$ cat config.mk
export PLATFORM = sky130hd
export DESIGN_NAME = booth_r4_seq
export DESIGN_NICKNAME = d
export VERILOG_FILES = /design/src/rtl/booth_pkg.sv /design/src/rtl/booth_r4_enc.sv /design/src/rtl/booth_r4_seq.sv
export SDC_FILE = /design/constraint.sdc
export NUM_CORES = 1
export LEC_CHECK = 0
export CAP_MARGIN = 20
export CORE_UTILIZATION = 57
export CTS_BUF_LIST = sky130_fd_sc_hd__clkbuf_16
export DETAILED_ROUTE_END_ITERATION = 16
export PLACE_DENSITY = 0.79
export SETUP_SLACK_MARGIN = 0.1
export SLEW_MARGIN = 20
export SYNTH_ARGS = -nofsm -noshare
export SYNTH_HDL_FRONTEND = slang
export SYNTH_SLANG_ARGS = --single-unit
$ cat constraint.sdc
create_clock -name clk -period 8.5 [get_ports clk]
set_clock_uncertainty 0.15 [all_clocks]
set_input_delay 1.275 -clock clk [delete_from_list [all_inputs] [get_ports clk]]
set_output_delay 1.275 -clock clk [all_outputs]
set_load 0.01 [all_outputs]
$ cat src/rtl/booth_pkg.sv
// Shared definitions for the radix-4 Booth sequential multiplier:
// FSM state codes, Booth digit codes and multiplier-extension helpers.
package booth_pkg;

    localparam logic [1:0] ST_IDLE  = 2'd0;
    localparam logic [1:0] ST_CALC  = 2'd1;
    localparam logic [1:0] ST_DRAIN = 2'd2;
    localparam logic [1:0] ST_DONE  = 2'd3;

    // Booth digit as {zero, neg, two}
    localparam logic [2:0] DIG_ZERO = 3'b100;
    localparam logic [2:0] DIG_PA   = 3'b000;
    localparam logic [2:0] DIG_P2A  = 3'b001;
    localparam logic [2:0] DIG_NA   = 3'b010;
    localparam logic [2:0] DIG_N2A  = 3'b011;

    // Even width plus two keeps a spare sign bit so b_ext is always a valid signed value
    function automatic int booth_wbe(input int wb);
        return (wb % 2 == 0) ? wb + 2 : wb + 1;
    endfunction

    function automatic int booth_iter(input int wb);
        return booth_wbe(wb) / 2;
    endfunction

endpackage

$ cat src/rtl/booth_r4_enc.sv
// Radix-4 Booth window decoder: 3-bit multiplier window to {zero, neg, two}.
module booth_r4_enc
    import booth_pkg::*;
(
    input  logic [2:0] win,
    output logic       zero,
    output logic       neg,
    output logic       two
);

    logic [2:0] dig;

    always_comb begin
        dig = DIG_ZERO;
        case (win)
            3'b001, 3'b010: dig = DIG_PA;
            3'b011:         dig = DIG_P2A;
            3'b100:         dig = DIG_N2A;
            3'b101, 3'b110: dig = DIG_NA;
            default:        dig = DIG_ZERO;
        endcase
    end

    assign zero = dig[2];
    assign neg  = dig[1];
    assign two  = dig[0];

endmodule

$ cat src/rtl/booth_r4_seq.sv
// Sequential radix-4 Booth multiplier, 2 multiplier bits per cycle, PIPE output stages.
// Define BOOTH_UNSIGNED_EN to add a_signed/b_signed operand-signedness inputs.
//
// state    | meaning
// ST_IDLE  | waiting for operands, in_ready=1
// ST_CALC  | ITER Booth iterations, counted down
// ST_DRAIN | product walking through the PIPE output stages
// ST_DONE  | out_valid=1, held until out_ready
module booth_r4_seq
    import booth_pkg::*;
#(
    parameter int WA   = 32,
    parameter int WB   = 32,
    parameter int PIPE = 4
) (
    input  logic             clk,
    input  logic             rst,
    input  logic             in_valid,
    output logic             in_ready,
    input  logic [WA-1:0]    a,
    input  logic [WB-1:0]    b,
`ifdef BOOTH_UNSIGNED_EN
    input  logic             a_signed,
    input  logic             b_signed,
`endif
    output logic             out_valid,
    input  logic             out_ready,
    output logic [WA+WB-1:0] c,
    output logic             busy
);

    localparam int WBE = booth_wbe(WB);
    localparam int ITER = booth_iter(WB);
    localparam int H = WA + 3;
    localparam int WP = WA + WB;
    localparam int CW = 9;
    localparam logic [CW-1:0] ITER_C = CW'(ITER);
    localparam logic [CW-1:0] PIPE_C = CW'(PIPE);

    logic [1:0]    state;
    logic [CW-1:0] cnt;
    logic [WA+1:0] a_ext_r;
    logic [H-1:0]  hi;
    logic [WBE-1:0] lo;
    logic          q;

    logic          a_fill, b_fill;
    logic          zero, neg, two;
    logic [H-1:0]  a_h, a2, mag, pp, sum;
    logic [WP-1:0] prod;

`ifdef BOOTH_UNSIGNED_EN
    assign a_fill = a_signed & a[WA-1];
    assign b_fill = b_signed & b[WB-1];
`else
    assign a_fill = a[WA-1];
    assign b_fill = b[WB-1];
`endif

    booth_r4_enc u_enc (
        .win  ({lo[1:0], q}),
        .zero (zero),
        .neg  (neg),
        .two  (two)
    );

    // One guard bit above the 2a width keeps hi + pp exact
    assign a_h  = {a_ext_r[WA+1], a_ext_r};
    assign a2   = {a_ext_r, 1'b0};
    assign mag  = two ? a2 : a_h;
    assign pp   = zero ? '0 : (neg ? (~mag + H'(1)) : mag);
    assign sum  = hi + pp;
    assign prod = {hi[WP-WBE-1:0], lo};

    assign in_ready  = (state == ST_IDLE);
    assign out_valid = (state == ST_DONE);
    assign busy      = (state != ST_IDLE);

    always_ff @(posedge clk) begin
        if (rst) begin
            state   <= ST_IDLE;
            cnt     <= '0;
            a_ext_r <= '0;
            hi      <= '0;
            lo      <= '0;
            q       <= 1'b0;
        end else begin
            case (state)
                ST_IDLE: begin
                    if (in_valid) begin
                        state   <= ST_CALC;
                        cnt     <= ITER_C;
                        a_ext_r <= {{2{a_fill}}, a};
                        hi      <= '0;
                        lo      <= {{(WBE-WB){b_fill}}, b};
                        q       <= 1'b0;
                    end
                end
                ST_CALC: begin
                    hi <= {{2{sum[H-1]}}, sum[H-1:2]};
                    lo <= {sum[1:0], lo[WBE-1:2]};
                    q  <= lo[1];
                    if (cnt == CW'(1)) begin
                        if (PIPE == 0) begin
                            state <= ST_DONE;
                            cnt   <= '0;
                        end else begin
                            state <= ST_DRAIN;
                            cnt   <= PIPE_C;
                        end
                    end else begin
                        cnt <= cnt - CW'(1);
                    end
                end
                ST_DRAIN: begin
                    if (cnt == CW'(1)) begin
                        state <= ST_DONE;
                        cnt   <= '0;
                    end else begin
                        cnt <= cnt - CW'(1);
                    end
                end
                default: begin
                    if (out_ready) state <= ST_IDLE;
                end
            endcase
        end
    end

    // The accumulator is frozen outside CALC, so a free-running chain settles and holds in DONE
    generate
        if (PIPE == 0) begin : g_nopipe
            assign c = prod;
        end else begin : g_pipe
            logic [WP-1:0] stage [PIPE];
            always_ff @(posedge clk) begin
                if (rst) begin
                    for (int i = 0; i < PIPE; i++) stage[i] <= '0;
                end else begin
                    stage[0] <= prod;
                    for (int i = 1; i < PIPE; i++) stage[i] <= stage[i-1];
                end
            end
            assign c = stage[PIPE-1];
        end
    endgenerate

endmodule

# Word-level counts from Yosys, hierarchy flattened

Memories as Yosys holds them, arrays and structs flattened.
Cells that the tools add are included.

Mux-type cells: 26
Div/mod/pow operators: 0
Multiply operators: 0
Shift operators: 0
Order comparisons: 0
Bitwise gates (word level): 5
Reduce and logical (&&, ||, !) cells: 11
Equal/unequal tests: 13
$add $sub $neg: 3

Operators with widths:

| kind                                                | count |
|---|---|
| 2-to-1 mux 64 bit                                   | 4 |
| 2-to-1 mux 35 bit                                   | 3 |
| case mux 35 bit (2 select lines)                    | 1 |
| case mux 34 bit (2 select lines)                    | 1 |
| adder 35 x 1 -> 35 bit, second input constant       | 1 |
| adder 35 bit                                        | 1 |
| inverter 35 bit                                     | 1 |
| 2-to-1 mux 34 bit                                   | 1 |
| 2-to-1 mux 32 bit                                   | 1 |
| 2-to-1 mux 9 bit                                    | 3 |
| case mux 9 bit (3 select lines)                     | 1 |
| case mux 3 bit (4 select lines)                     | 1 |
| equality test 3 bit, second input constant          | 3 |
| equality test 9 x 1 -> 1 bit, second input constant | 1 |
| subtractor 9 x 1 -> 9 bit, second input constant    | 1 |
| 2-to-1 mux 2 bit                                    | 4 |
| equality test 3 x 2 -> 1 bit, second input constant | 2 |
| inequality test 2 bit, second input constant        | 3 |
| case mux 2 bit (3 select lines)                     | 1 |
| AND reduction 2 bit                                 | 3 |
| equality test 2 bit, second input constant          | 2 |
| 2-to-1 mux 1 bit                                    | 4 |
| bitwise OR 1 bit                                    | 4 |
| AND reduction 4 bit                                 | 1 |
| 8 further kinds                                     | 10 |

Memory bits (writable): 256
Output and inout port bits: 67
Input bits: 68
Memories kept: 1
Bits in registers: 113
Bits in read-only memories: 0
Word-level logic and storage cells: 65
Latch bits: 0

Memories:

| name         | words | width | rd ports | clocked after Yosys merged registers in | write ports | RTL line            | RTL |
|---|---|---|---|---|---|---|---|
| g_pipe.stage | 4     | 64    | 4        | 0                                       | 4           | booth_r4_seq.sv:135 | `logic [WP-1:0] stage [PIPE];` |

# Longest topological paths before layout

Gate-level depths: netlist of the first run.

Depth after elaboration: 10
Gate-level depth with buffers: 24
Depth with buffers taken out: 20

# Cells and area by module

Synthesis of the first run repeated with hierarchy kept, for this count alone.

Cells, all modules: 1586
Area, all modules: 14787.9 µm²

Modules (own cells, without submodules):

| module       | cells an instance | instances | sequential area each (µm²) | area an instance (µm²) |
|---|---|---|---|---|
| booth_r4_seq | 1579              | 1         | 7347.0                     | 14750.4 |
| booth_r4_enc | 7                 | 1         | 0.0                        | 37.5 |

# Worst setup path before layout of the first run

OpenSTA, ideal clock, no wires.

Path kind: flip-flop to flip-flop
From: reg q
To: reg hi[30]
Stages on the path, launching flop included: 25
Period minus slack after synthesis: 6.149 ns
Path buffers: 4
Setup time: 0.121 ns
Slack: 2.351 ns
Required time: 8.229 ns
Data arrival time: 5.878 ns
Cell sequence: dfxtp_1 -> clkbuf_1 -> and3b_1 -> clkbuf_1 -> nor2_1 -> clkbuf_1 -> buf_1 -> mux2i_1 -> ha_1 -> nor4b_1 -> nand2_1 -> or4_1 -> mux2i_1 -> a21oi_1 -> a32oi_1 -> o21ai_0 -> ha_1 -> and3_1 -> a221oi_1 -> a21bo_2 -> a2111oi_0 -> nor3b_1 -> o21ai_0 -> or4_1 -> nand3_1

Longest elaborated chain between the ends: 10
Elaborated cells on any way between the ends: 16
Those cells by class: add/sub (2); eq/ne (6); mux (5); bitwise (1); reduce/logical (2)

Ends and longest elaborated chain:

| element                                           | RTL line            | RTL |
|---|---|---|
| from (decl)                                       | booth_r4_seq.sv:45  | `logic q;` |
| from (signal assigned)                            | booth_r4_seq.sv:102 | `q <= lo[1];` |
| equality test 3 bit, or another cell as far along | booth_r4_enc.sv:15  | `case (win)` |
| OR reduction 2 bit                                | booth_r4_enc.sv:15  |  |
| case mux 3 bit (4 select lines) *                 | booth_r4_enc.sv:15  |  |
| 2-to-1 mux 32 bit                                 | booth_r4_seq.sv:70  | `assign mag = two ? a2 : a_h;` |
| inverter 35 bit                                   | booth_r4_seq.sv:71  | `assign pp = zero ? '0 : (neg ? (~mag + H'(1)) : mag);` |
| adder 35 x 1 -> 35 bit                            | booth_r4_seq.sv:71  |  |
| 2-to-1 mux 35 bit                                 | booth_r4_seq.sv:71  |  |
| 2-to-1 mux 35 bit *                               | booth_r4_seq.sv:71  |  |
| adder 35 bit *                                    | booth_r4_seq.sv:72  | `assign sum = hi + pp;` |
| case mux 35 bit (2 select lines) *                | booth_r4_seq.sv:88  | `case (state)` |
| to (signal assigned)                              | booth_r4_seq.sv:100 | `hi <= {{2{sum[H-1]}}, sum[H-1:2]};` |
| to (decl)                                         | booth_r4_seq.sv:43  | `logic [H-1:0] hi;` |

Mark *: on every way between the ends. The rest lies on a longest branch, timed or not.
A chain may end at the register's enable or synchronous reset.

# Final worst setup path of the first run

Ends and elaborated chain as after synthesis.

==> qor.txt, run 1 <==
Outcome = completed
Library cell with the highest instance count after synthesis = sky130_fd_sc_hd__dfxtp_1
Maximum achievable frequency = 0.154 GHz
Detailed placement HPWL = 21800 um
Antenna cell count = 0
Starting Density = 58.6%
Wirelength per Cell = 15.7 um
Switching power share of the total = 34.4%
Total global routing overflow = 0
Worst vdd rail ir drop = 0.317 mV
Worst setup timing slack at the placement stage = 2080 ps
Final Net Count = 1797
Remaining routing DRC violations = 0
Post-detailed-route via-to-cell ratio = 5.46
Pin slew with the least headroom to its limit = 1110 ps
Clock group share of total power = 29.7%
Setup repair after global routing missed its margin = false
Hold-fix buffers, CTS = 0
Overall die width = 163 um
Yosys Warn Count = 0
Internal reg-to-reg setup slack = 1990 ps
Clock buffer count from CTS = 36
DIE AREA = 26700 um^2
Net switching power figure = 0.00179 W
Clk Latency, worst-skew pair = 530 ps
Setup violations, final = 0
Area of the core region = 25300 um^2
Clk buf depth = 3
Sequential Power Share = 39.9%
Type of the setup path with the least slack = reg2reg
Commonest cells in the netlist = sky130_fd_sc_hd__dfxtp_1 (367), sky130_fd_sc_hd__nor2b_1 (266), sky130_fd_sc_hd__nand2_1 (142)
Synthesized flop and latch total = 367
Async set or reset register ratio after synthesis = 0%
Reg2reg start = q
CP Data Arrival Time = 6780 ps
Setup bufs post-CTS = 0
PwrDens = 297 nW/um^2
Int Pwr = 0.00342 W
Start point of the critical path = q
Vias in the first global route = 10026
GPL Wtd Cong = 0.929
Ratio of cells with drive above 1 in the final layout = 5.08%
Number of distinct library cells after synthesis = 67
FF-to-FF path depth = 22
Main area contributors after synthesis = sky130_fd_sc_hd__dfxtp_1 (49%), sky130_fd_sc_hd__nor2b_1 (11%), sky130_fd_sc_hd__nand2_1 (3.6%)
Final worst slack = 1990 ps
Hold path depth = 1
Worst path required time = 8770 ps
Final core area utilization = 69.2%
Drt pass-1 iters = 5
Num ports = 135
Gate Count Post-Synth = 1605
Height of the die = 163 um
Number of maximum-capacitance constraint violations = 0
Final clock period utilization by the worst path = 76.6%
Floorplan row count = 58
Count of buffers inserted at the top-level ports = 134
RR Endpoint = hi[30]
Total routed wirelength = 32000 um
Final-report max-slew violation count = 0
Largest fanout of any net on the critical path = 32
Count of cells resized by post-cts repair = 0
Clk sink count = 367
Category of the worst setup path capture point = register
Wire length of the first global-routing pass = 51400 um
Remaining max-slew budget at the tightest pin = 25.7%
Synth-to-layout area growth = 18.1%
Pin count of the biggest net entering global routing = 260
Endpoints failing hold = 0
Total standard cell area after synthesis = 14800 um^2
Post-synth EDFFs = 0
Final ANT Viol Nets = 0
Class of the worst hold path = reg2reg
Maximum level of the CTS H-tree = 2
Sequential cell area fraction in the yosys report = 49.5%
Yosys top cell by area = sky130_fd_sc_hd__dfxtp_1
Endpoint of the most critical setup path = hi[30]
Top FF cell, synth = sky130_fd_sc_hd__dfxtp_1
Share of the synthesized area in the top cell type = 49.5%
Global-route total usage across every layer = 23.9%
Leakage power summed over all cells = 6.93 nW
Clock transition at the registers of the reported paths = 60 ps
Share of total power in combinational logic = 30.4%
DRC violation total after the first TritonRoute iteration = 711
Antenna violations before repair = 0
Total vias in the final route = 11141
Crit start category = register
Post-Syn Nets = 1716
Final min period = 6510 ps
Post-synthesis average cell area = 9.25 um^2
TritonCTS clock tree = done
Post-route setup TNS = 0 ps
Cell at the root of the clock tree = sky130_fd_sc_hd__clkbuf_16
==> power by group through the flow <==
stage	sequential [W]	combinational (W)	clock, W
final	0.00208	0.00158	0.00155
after floorplan	0.00203	0.00122	0
after detailed placement	0.00211	0.00156	0
after CTS	0.00207	0.00157	0.00158
after global placement	0.00210	0.00153	0
after global routing	0.00210	0.00174	0.00165
==> layout by cell type (no fill, tap or decap), types with 19 or more instances in the layout <==
cell type,count
sky130_fd_sc_hd__a211oi_1,48
sky130_fd_sc_hd__a21oi_1,97
sky130_fd_sc_hd__a22o_1,19
sky130_fd_sc_hd__clkbuf_16,36
sky130_fd_sc_hd__clkdlybuf4s50_1,133
sky130_fd_sc_hd__dfxtp_1,367
sky130_fd_sc_hd__ha_1,41
sky130_fd_sc_hd__inv_1,23
sky130_fd_sc_hd__mux2i_1,45
sky130_fd_sc_hd__nand2_1,141
sky130_fd_sc_hd__nor2_1,103
sky130_fd_sc_hd__nor2b_1,266
sky130_fd_sc_hd__nor3_1,25
sky130_fd_sc_hd__o21ai_0,78
sky130_fd_sc_hd__xnor2_1,23
==> per-stage QoR <==
step | hold slack (ps) | cells | total power [W] | area (um^2)
after floorplan | 264 | 1605 | 0.00324 | 14800
after detailed placement | 270 | 1978 | 0.00367 | 16300
after global routing | 296 | 2042 | 0.00549 | 17500
after global placement | 266 | 1978 | 0.00363 | 16300
after CTS | 283 | 2042 | 0.00522 | 17500
final | 278 | 2042 | 0.00521 | 17500
==> layer usage <==
metal / part of all wire [%] / vias to the layer above / global-route usage [%] / wire length (um)
met5: 0 / - / 0 / 0
met4: 3.0 / 0 / 8.79 / 947
met3: 4.9 / 61 / 3.58 / 1580
met2: 42 / 310 / 35.3 / 13500
met1: 50 / 5062 / 35.1 / 16000
li1: - / 5708 / - / -
==> final cells by class <==
class | count | area [um^2]
timing repair buffer | 146 | 1450
clock buffer | 36 | 901
sequential | 367 | 7350
tap | 330 | 413
inverter | 18 | 67.6
multi-input combinational | 1117 | 7080
fill | 1936 | 7800
clock inverter | 28 | 270
==> how the worst min path moves through the flow <==
stage                         from                  end  slack (ps)
3_3_place_gp   g_pipe.stage[1][62]  g_pipe.stage[2][62]         270
6_report       g_pipe.stage[0][51]  g_pipe.stage[1][51]         280
2_1_floorplan   g_pipe.stage[0][0]   g_pipe.stage[1][0]         260
5_1_grt        g_pipe.stage[0][51]  g_pipe.stage[1][51]         300
3_5_place_dp   g_pipe.stage[0][23]  g_pipe.stage[1][23]         270
4_1_cts        g_pipe.stage[0][48]  g_pipe.stage[1][48]         280
==> logic make-up (layout without fill, tap and decap cells) <==
family	after synthesis	after routing	share of synthesized area, %
and+or+nand+nor	628	628	22.4
DFF	367	367	49.5
AOI/OAI and AO/OA	359	359	15.8
buffers and inverters	121	228	3.07
muxes	48	48	3.29
adders and majority gates	43	43	3.67
xor gates and xnor gates	39	39	2.30
==> critical path: stages, from the launching register on <==
cell and delay [ps]:
sky130_fd_sc_hd__dfxtp_1 460, sky130_fd_sc_hd__nor3b_1 890, sky130_fd_sc_hd__nor2_2 80, sky130_fd_sc_hd__buf_4 300
sky130_fd_sc_hd__nand2_1 140, sky130_fd_sc_hd__ha_1 250, sky130_fd_sc_hd__nor4b_1 270, sky130_fd_sc_hd__buf_4 200
sky130_fd_sc_hd__nand2_1 160, sky130_fd_sc_hd__or4_1 590, sky130_fd_sc_hd__mux2i_1 150, sky130_fd_sc_hd__a21oi_1 130
sky130_fd_sc_hd__a32oi_1 60, sky130_fd_sc_hd__o21ai_0 230, sky130_fd_sc_hd__ha_1 310, sky130_fd_sc_hd__and3_1 180
sky130_fd_sc_hd__a221oi_1 310, sky130_fd_sc_hd__a21bo_2 260, sky130_fd_sc_hd__a2111oi_0 600, sky130_fd_sc_hd__nor3b_1 150
sky130_fd_sc_hd__o21ai_0 300, sky130_fd_sc_hd__or4_1 160, sky130_fd_sc_hd__nand3_1 60
==> registers in the layout, summed over array words and instances (netlist names) <==
name          flops
cnt               9
g_pipe.stage    256
state             2
a_ext_r          32
lo               34
hi               33
q                 1
(Power assumes the default switching activity.)
==> run 2, diff against run 1 <==
- clock period: 8.5 -> 6.5 ns (I/O delays scaled with it)
==> qor.txt, run 2 (same netlist as run 1, synthesis figures left out) <==
Clock group share of total power = 30.1%
Final min period = 5810 ps
Vias in the first global route = 9985
Synth-to-layout area growth = 18.3%
Worst setup timing slack at the placement stage = 802 ps
Wirelength per Cell = 15.5 um
Total global routing overflow = 0
Crit start category = register
Length of routed wiring on met1 = 16000 um
Routed met3 length = 1510 um
CP most frequent cell = sky130_fd_sc_hd__o21ai_0
Final worst slack = 688 ps
Height of the die = 163 um
Post-placement cell count = 1982
Worst path required time = 6820 ps
TritonCTS clock tree = done
Drt pass-1 iters = 5
Final-report max-slew violation count = 0
Net switching power figure = 0.00232 W
Clock transition at the registers of the reported paths = 60 ps
Count of buffers inserted at the top-level ports = 134
Final core area utilization = 69.3%
Flip-flop count of the largest register, all copies and words added = 256
Maximum level of the CTS H-tree = 2
Max Used Layer = met4
Share of total power in combinational logic = 30.1%
Cell at the root of the clock tree = sky130_fd_sc_hd__clkbuf_16
Largest fanout of any net on the critical path = 16
Wire length of the first global-routing pass = 51200 um
Detailed route wirelength on metal2 = 13600 um
Total routed wirelength = 31600 um
Area of the core region = 25300 um^2
Count of cells resized by post-cts repair = 0
DRC violation total after the first TritonRoute iteration = 839
Fin cells = 2047
Slowest Stage Delay on Critical Path = 680 ps
Most common cell after layout, fill and taps aside = sky130_fd_sc_hd__dfxtp_1
Clk buf depth = 3
Switching power share of the total = 34.0%
GPL Wtd Cong = 0.935
Hold-fix buffers, CTS = 0
PwrDens = 389 nW/um^2
Clk Latency, worst-skew pair = 530 ps
Final cell area excluding filler cells = 17600 um^2
Antenna violations before repair = 0
Worst vdd rail ir drop = 0.348 mV
Num ports = 135
Maximum achievable frequency = 0.172 GHz
Remaining routing DRC violations = 0
Highest-count cells in the layout ignoring fill and taps = sky130_fd_sc_hd__dfxtp_1 (367), sky130_fd_sc_hd__nor2b_1 (266), sky130_fd_sc_hd__nand2_1 (141)
Clock buffer count from CTS = 36
Floorplan row count = 58
Largest Register = g_pipe.stage
Setup repair after global routing missed its margin = false
Final clock period utilization by the worst path = 89.4%
Ratio of cells with drive above 1 in the final layout = 5.13%
CP Data Arrival Time = 6130 ps
Sequential Power Share = 39.8%
Setup violations, final = 0
Outcome = completed
Category of the worst setup path capture point = register
Standard cell area after detailed placement = 16400 um^2
Pin slew with the least headroom to its limit = 966 ps
Starting Density = 58.6%
Int Pwr = 0.00452 W
Master of the slowest instance on the critical path = sky130_fd_sc_hd__or4b_2
Final Net Count = 1801
Global-route total usage across every layer = 23.8%
Leakage power summed over all cells = 6.95 nW
Setup bufs post-CTS = 0
Class of the worst hold path = reg2reg
Final ANT Viol Nets = 0
Post-detailed-route via-to-cell ratio = 5.41
Overall die width = 163 um
Antenna cell count = 0
Detailed placement HPWL = 21800 um
Total vias in the final route = 11081
Endpoints failing hold = 0
Type of the setup path with the least slack = reg2reg
Pin count of the biggest net entering global routing = 151
Number of maximum-capacitance constraint violations = 0
Remaining max-slew budget at the tightest pin = 35.6%
Post-route setup TNS = 0 ps
DIE AREA = 26700 um^2
Clk sink count = 367
Largest registers ranked by flip-flop count = g_pipe.stage x256, lo x34, hi x33
List of cells traversed by the critical path = and3b_1 > nor2_2 > mux2i_1 > ha_1 > nor4b_1 > buf_4 > nand4_1 > or4b_2 > nand2_1 > xor2_1 > o21ai_0 > ha_1 > a21oi_1 > o21ai_0 > nor2_1 > o2bb2ai_1 > nor3b_1 > o21ai_0 > or4_1 > nand3_1
run 2: cell types whose count changed in the layout (fill, tap and decap cells not counted):
cell	previous run	this run
sky130_fd_sc_hd__buf_4	11	16
sky130_fd_sc_hd__clkinv_1	4	9
sky130_fd_sc_hd__clkinvlp_4	3	1
sky130_fd_sc_hd__buf_12	1	0
sky130_fd_sc_hd__bufinv_16	3	4
sky130_fd_sc_hd__clkinv_2	8	7
sky130_fd_sc_hd__clkinv_4	2	1
sky130_fd_sc_hd__inv_1	23	22
run 2: cell type report:
cell class / instances / area, um^2
clock inverters: 29 / 287
repair buffers: 150 / 1470
clock buffers: 36 / 901
fillers: 1936 / 7770
well taps: 330 / 413
flip-flops and latches: 367 / 7350
inverters: 18 / 67.6
multi-input cells: 1117 / 7080
run 2: routing by layer:
metal / up-vias / GRT usage [%]
li1: 5717 / -
met5: - / 0
met2: 297 / 36.1
met1: 5026 / 34.9
met4: 0 / 6.88
met3: 41 / 3.40
run 2: final timing paths:
check | start | end | slack, ps | cells past startpoint
min reg2reg | g_pipe.stage[1][60] | g_pipe.stage[2][60] | 280 | 1
max reg2reg | lo[0] | hi[30] | 690 | 20
max | lo[0] | hi[30] | 690 | 20
min | g_pipe.stage[1][60] | g_pipe.stage[2][60] | 280 | 1
run 2: stage by stage:
| stage | hold slack (ps) | power (W) |
|---|---|---|
| after floorplan | 264 | 0.00424 |
| after global placement | 266 | 0.00475 |
| after detailed placement | 270 | 0.00480 |
| after CTS | 278 | 0.00686 |
| after global routing | 292 | 0.00723 |
| final | 282 | 0.00684 |
run 2: worst max-delay path: cells and delay by family, from the launching register on:
family | cells | cell delay, ps
simple gates | 10 | 2720
mux | 1 | 170
xor+xnor | 1 | 130
flops | 1 | 660
fa+ha+maj | 2 | 670
compound gates | 5 | 1040
buf+inv | 1 | 210
run 2: power by group through the flow:
stage | Combinational [W] | Clock (W) | Sequential [W]
6_report | 0.00206 | 0.00206 | 0.00272
5_1_grt | 0.00229 | 0.00219 | 0.00275
4_1_cts | 0.00204 | 0.00209 | 0.00272
3_5_place_dp | 0.00203 | 0 | 0.00276
3_3_place_gp | 0.00199 | 0 | 0.00275
2_1_floorplan | 0.00159 | 0 | 0.00265
